File: config.mk
export PLATFORM = sky130hd
export DESIGN_NAME = serial_restoring_divider
export DESIGN_NICKNAME = d
export VERILOG_FILES = /design/src/rtl/serial_restoring_divider.sv
export SDC_FILE = /design/constraint.sdc
export NUM_CORES = 1
export LEC_CHECK = 0
export ABC_CLOCK_PERIOD_IN_PS = 2100
export BUFFER_PORTS_ARGS = -buffer_cell sky130_fd_sc_hd__buf_4
export CELL_PAD_IN_SITES_DETAIL_PLACEMENT = 0
export CELL_PAD_IN_SITES_GLOBAL_PLACEMENT = 1
export CORE_MARGIN = 2
export CORE_UTILIZATION = 41
export CTS_CLUSTER_DIAMETER = 200
export DETAILED_ROUTE_END_ITERATION = 12
export PLACE_DENSITY = 0.84
export SYNTH_ARGS = -nofsm -noshare
export SYNTH_HDL_FRONTEND = slang
export SYNTH_SLANG_ARGS = --single-unit
File: constraint.sdc
create_clock -name clk -period 2.1 [get_ports clk]
set_input_delay 0.42 -clock clk [delete_from_list [all_inputs] [get_ports clk]]
set_output_delay 0.42 -clock clk [all_outputs]
set_load 0.1 [all_outputs]
File: src/rtl/serial_restoring_divider.sv
// Multi-cycle unsigned restoring divider: one quotient bit per clock by trial
// subtraction, with a start/busy/done handshake and a divide-by-zero shortcut.
module serial_restoring_divider #(
    parameter int n = 4
) (
    input  logic         clk,
    input  logic         rst,
    input  logic         start,
    input  logic [n-1:0] A,
    input  logic [n-1:0] B,
    output logic         busy,
    output logic         done,
    output logic [n-1:0] quot,
    output logic [n-1:0] rem,
    output logic         dz
);

    localparam int CW = $clog2(n);
    localparam int TW = n + 2;
    localparam logic [CW-1:0] LAST = CW'(n - 1);

    typedef enum logic [1:0] {IDLE, RUN, DONE} stateT;

    stateT         state;
    logic [CW-1:0] count;
    logic [n-1:0]  qReg;
    logic [n-1:0]  dReg;
    logic [n:0]    rReg;

    logic [2*n:0]  shifted;
    logic [n:0]    rShift;
    logic [TW-1:0] trial;
    logic          carry;
    logic [n:0]    rNext;
    logic [n-1:0]  qNext;

    // Trial subtraction R - {0,D} done as an add of the inverted divisor with
    // carry-in 1; the carry out of bit n means no borrow, so the bit is kept.
    assign shifted = {rReg, qReg} << 1;
    assign rShift  = shifted[2*n:n];
    assign trial   = {1'b0, rShift} + {1'b0, ~{1'b0, dReg}} + TW'(1);
    assign carry   = trial[n+1];
    assign rNext   = carry ? trial[n:0] : rShift;
    assign qNext   = shifted[n-1:0] | {{(n-1){1'b0}}, carry};

    always_ff @(posedge clk) begin
        if (rst) begin
            state <= IDLE;
            busy  <= 1'b0;
            done  <= 1'b0;
            dz    <= 1'b0;
            quot  <= '0;
            rem   <= '0;
            count <= '0;
            qReg  <= '0;
            rReg  <= '0;
            dReg  <= '0;
        end else begin
            case (state)
                IDLE: begin
                    if (start) begin
                        busy <= 1'b1;
                        if (B != '0) begin
                            qReg  <= A;
                            dReg  <= B;
                            rReg  <= '0;
                            count <= '0;
                            dz    <= 1'b0;
                            state <= RUN;
                        end else begin
                            quot  <= '1;
                            rem   <= A;
                            dz    <= 1'b1;
                            done  <= 1'b1;
                            state <= DONE;
                        end
                    end
                end
                RUN: begin
                    rReg  <= rNext;
                    qReg  <= qNext;
                    count <= count + 1'b1;
                    // Results are published on the same edge as the last iteration.
                    if (count == LAST) begin
                        quot  <= qNext;
                        rem   <= rNext[n-1:0];
                        done  <= 1'b1;
                        state <= DONE;
                    end
                end
                DONE: begin
                    done  <= 1'b0;
                    busy  <= 1'b0;
                    state <= IDLE;
                end
                default: state <= IDLE;
            endcase
        end
    end

endmodule
=== Yosys cells after proc, flatten, opt, wreduce, memory -nomap -nowiden ===
Cells that the tools add are included.

* Input port bits: 11
* Output and inout bits: 11
* Register bits: 27
* Word-level logic and storage cells: 63

* Bitwise logic cells: 2
* Muxes and demuxes: 29
* Eq/ne operators: 7
* Reductions and logical operators: 12
* $add $sub $neg: 3

{| class="wikitable"
|+ Operators with widths
! cell !! count
|-
| two-way mux 4 bit || 11
|-
| case mux 4 bit (2 select lines) || 4
|-
| two-way mux 2 bit || 5
|-
| inequality test 2 bit, second input constant || 4
|-
| case mux 2 bit (2 select lines) || 2
|-
| AND reduction 4 bit || 2
|-
| adder 5 x 5 -> 6 bit || 1
|-
| adder 6 x 1 -> 6 bit, second input constant || 1
|-
| AND reduction 2 bit || 3
|-
| AND reduction 3 bit || 2
|-
| two-way mux 1 bit || 5
|-
| inverter 4 -> 5 bit || 1
|-
| == test 2 bit, second input constant || 2
|-
| OR 4 x 1 -> 4 bit || 1
|-
| nonzero test 2 bit || 2
|-
| nonzero test 4 bit || 1
|-
| case mux 1 bit (3 select lines) || 1
|-
| nonzero test 3 bit || 1
|-
| adder 2 x 1 -> 2 bit, second input constant || 1
|-
| == test 2 x 1 -> 1 bit, second input constant || 1
|-
| logical NOT 2 bit || 1
|-
| case mux 1 bit (2 select lines) || 1
|}

=== Depth between registers and ports, before layout ===
* Depth after elaboration: 6
* Gate-level depth with buffers: 8
* Depth with buffers taken out: 8

=== Worst setup path before layout ===
Ideal clock, no wire load.

* Kind: flip-flop to flip-flop
* Start: reg dReg[1]
* End: reg rem[3]
* Arrival: 1646 ps
* Setup time: 136 ps
* Path slack: 319 ps
* Required time: 1964 ps
* Path buffers: 0
* Clock period less this slack: 1781 ps
* Stages on the path, launching flop included: 8
* Cell sequence: dfxtp_1 -> inv_1 -> ha_1 -> nor2b_1 -> o21a_1 -> or4_1 -> o2111ai_1 -> a311oi_1

* Word-level cells in the longest chain between the ends: 6

{| class="wikitable"
|+ Ends and longest elaborated chain
! element !! line !! text
|-
| from (decl) || 27 || <nowiki>logic [n-1:0] dReg;</nowiki>
|-
| from (signal assigned) || 57 || <nowiki>dReg <= '0;</nowiki>
|-
| from (signal assigned) || 65 || <nowiki>dReg <= B;</nowiki>
|-
| inverter 4 -> 5 bit || 41 || <nowiki>assign trial = {1'b0, rShift} + {1'b0, ~{1'b0, dReg}} + TW'(1);</nowiki>
|-
| adder 5 x 5 -> 6 bit || 41 ||
|-
| adder 6 x 1 -> 6 bit || 41 ||
|-
| two-way mux 4 bit || 43 || <nowiki>assign rNext = carry ? trial[n:0] : rShift;</nowiki>
|-
| two-way mux 4 bit || 84 || <nowiki>if (count == LAST) begin</nowiki>
|-
| case mux 4 bit (2 select lines) || 59 || <nowiki>case (state)</nowiki>
|-
| to (signal assigned) || 86 || <nowiki>rem <= rNext[n-1:0];</nowiki>
|-
| to (decl) || 14 || <nowiki>output logic [n-1:0] rem,</nowiki>
|}

Every way passes these cells. The select of a mux whose other input is x is not followed.
A chain may end at the register's enable or synchronous reset.

=== Final worst setup path ===
Same ends and word-level chain as after synthesis.

==> out/qor.csv <==
stage,metric,value,unit
synthesis,ys.flop_type,dfxtp_1,
die,die_h,60.04,um
routing,wl_per_cell,12.36,um
die,initial_utilization,42.52,%
clocking,holdBufCountCts,0,
synthesis,synthTopCellsByArea,"dfxtp_1, nor2_1, nand2_1, ha_1, a311oi_1",
sta,worst-slew-pin-transition,0.5954,ns
global_routing,grt_pass1_wl,4333,um
finish,nFillCells,320,
power,powerDensity,695.6,nW/um^2
synthesis,synth-edff-count,0,
placed_design,io_buffers,21,
worst_setup_path,cp_slowest_cell,or4_1,
clocking,clock_sinks,27,
global_routing,gr-usage-all-layers,15.79,%
synthesis,synth-seq-cells,27,
finish,final_cell_mix,"dfxtp_1, nor2_1, buf_4",
global_routing,grt_pass1_vias,1033,
sta,final_hold_viol_count,0,
finish,multi_input_area,669.4,um^2
synthesis,synth_top_area_share,41.98,%
clocking,cts_root_buf,clkbuf_4,
finish,diodes,0,
global_routing,antenna_found_initial,0,
global_routing,grt_max_degree,28,
worst_setup_path,path_class,reg -> reg,
placed_design,place_inst,203,
synthesis,ys_warn_count,0,
sta,fin_crit_sh,89.93,%
routing,drt-initial-drc-count,66,
sta,slew_headroom,60.16,%
clocking,cts_buffers,3,
finish,final_nets,181,
run_status,status,finished clean,
sta,finalClockSkew,0.003663,ns
worst_setup_path,critPathArrivalTime,2.10,ns
die,io_pins,22,
clocking,tritoncts,yes,
worst_setup_path,cp.required,2.31,ns
worst_setup_path,end_kind,flop,
routing,route.detailed.drc,0,
synthesis,yosysUniqueCellTypes,40,
placed_design,place_hpwl,1946,um
finish,stdcell_count,207,
synthesis,ys_async_sr_fraction,0,%
sta,drv_slew,0,
clocking,cts-resized-gates,0,
finish,drive_gt1_share,22.09,%
finish,synthToLayoutAreaGrowth,16.13,%
clocking,path_clk_slew,0.14,ns
routing,routed_via_density,5.174,
die,core_area,3028,um^2
synthesis,synth_area,1287,um^2
synthesis,syn_nets,161,
finish,final_common_cell,dfxtp_1,
worst_setup_path,worst_setup_path_start_kind,flop,
synthesis,yosysSeqAreaShare,41.98,%
synthesis,avgSynthCellArea,8.941,um^2
routing,vias,1071,
worst_hold_path,hold_class,in -> reg,
sta,finalSetupViolations,0,
finish,register_area,540.5,um^2
clocking,post-cts-setup-buffer-count,0,
worst_setup_path,cp_max_fo,3,
power,p_leak,0.5826,nW
clocking,cts_max_level,1,
placed_design,routabilityCongestion,0.8333,
worst_setup_path,crit_path_cell_trace,"inv_1, ha_1, nor2b_1, o21a_1, or4_1, o2111ai_1, a311oi_1",
sta,period_minus_slack,1.889,ns
finish,fin_area,1495,um^2
routing,wirelength,2559,um
clocking,clock_path_buffers,2,
worst_setup_path,cp_slowest_stage_delay,0.47,ns
placed_design,placed_area,1469,um^2
sta,hold_slack,0.3612,ns
sta,fmax,529.5,MHz
finish,utilization,49.38,%
sta,rsz0062_at_grt,no,
die,fp.dieW,60.04,um
die,row_count,20,
power,power.total,1.040,mW
synthesis,yosysTopAreaCell,dfxtp_1,
power,vdd_drop_max,355.4,uV
flow_run,max_cap_viol_count,0,
sta,finalSetupTns,0,ns
global_routing,grt_overflow,0,
die,die_area,3604,um^2
sta,fin_ws,0.2114,ns
routing,ant_nets,0,
routing,first_pass_iters,4,
synthesis,netlist_instances,144,
placed_design,place_ws,0.1980,ns
clocking,clock_latency,0.32,ns
## layer usage
| metal | GRT usage [%] | vias to the layer above | routed length (um) |
|---|---|---|---|
| met5 | 0 | - | 0 |
| met4 | 4.762 | 0 | 35 |
| met3 | 4.545 | 4 | 121 |
| met2 | 26.24 | 24 | 1170 |
| met1 | 19.68 | 497 | 1231 |
| li1 | - | 546 | - |
## cells by family (layout without fill, tap and decap cells)
group | Yosys count | after routing | share of synthesized area (%)
and+or+nand+nor | 59 | 59 | 21.67
AOI/OAI and AO/OA | 36 | 36 | 21.67
DFF | 27 | 27 | 41.98
buffers and inverters | 13 | 32 | 6.025
adders and majority gates | 6 | 6 | 6.414
muxes | 2 | 2 | 1.555
xor gates and xnor gates | 1 | 1 | 0.6804
## layout make-up
type                    instances  area share, %
flip-flops and latches         27          36.15
well taps                      44          3.682
repair buffers                 23          12.38
clock buffers                   4          1.757
inverters                       5          1.255
multi-input cells             104          44.77
## power breakdown
group | leakage (nW) | internal [mW] | switching, mW | total, mW
combinational | 0.347 | 0.0947 | 0.161 | 0.255
clock | 0.0150 | 0.0743 | 0.145 | 0.219
sequential | 0.220 | 0.542 | 0.0235 | 0.565
total | 0.583 | 0.711 | 0.329 | 1.04
## cells in the mapped netlist (3+ instances only)
library cell / count
inv_1: 5
a211oi_2: 3
a311oi_1: 7
ha_1: 5
nor2b_1: 3
clkbuf_1: 4
o211ai_1: 3
a21oi_1: 6
dfxtp_1: 27
and2b_1: 3
nor2_1: 22
nand2_1: 18
a22oi_1: 4
## sequential cells by signal (all words and copies together), names as in the netlist
signal	flops
state	2
dz	1
count	2
dReg	4
done	1
rem	4
busy	1
quot	4
qReg	4
rReg	4
## final timing paths
path	startpoint	endpoint	slack, ns	cells after the start
max	dReg[1]	rem[3]	0.21	7
min	B[1]	dReg[1]	0.36	3
max reg2reg	dReg[1]	rem[3]	0.21	7
min reg2reg	dReg[1]	dReg[1]	0.47	2
## critical path, delay by kind of cell, from the launching register on
family	cells	cell delay (ns)
adders and majority gates	1	0.28
AOI/OAI and AO/OA	3	0.45
DFF	1	0.35
buffers and inverters	1	0.07
and+or+nand+nor	2	0.63
(Power assumes the default switching activity.)
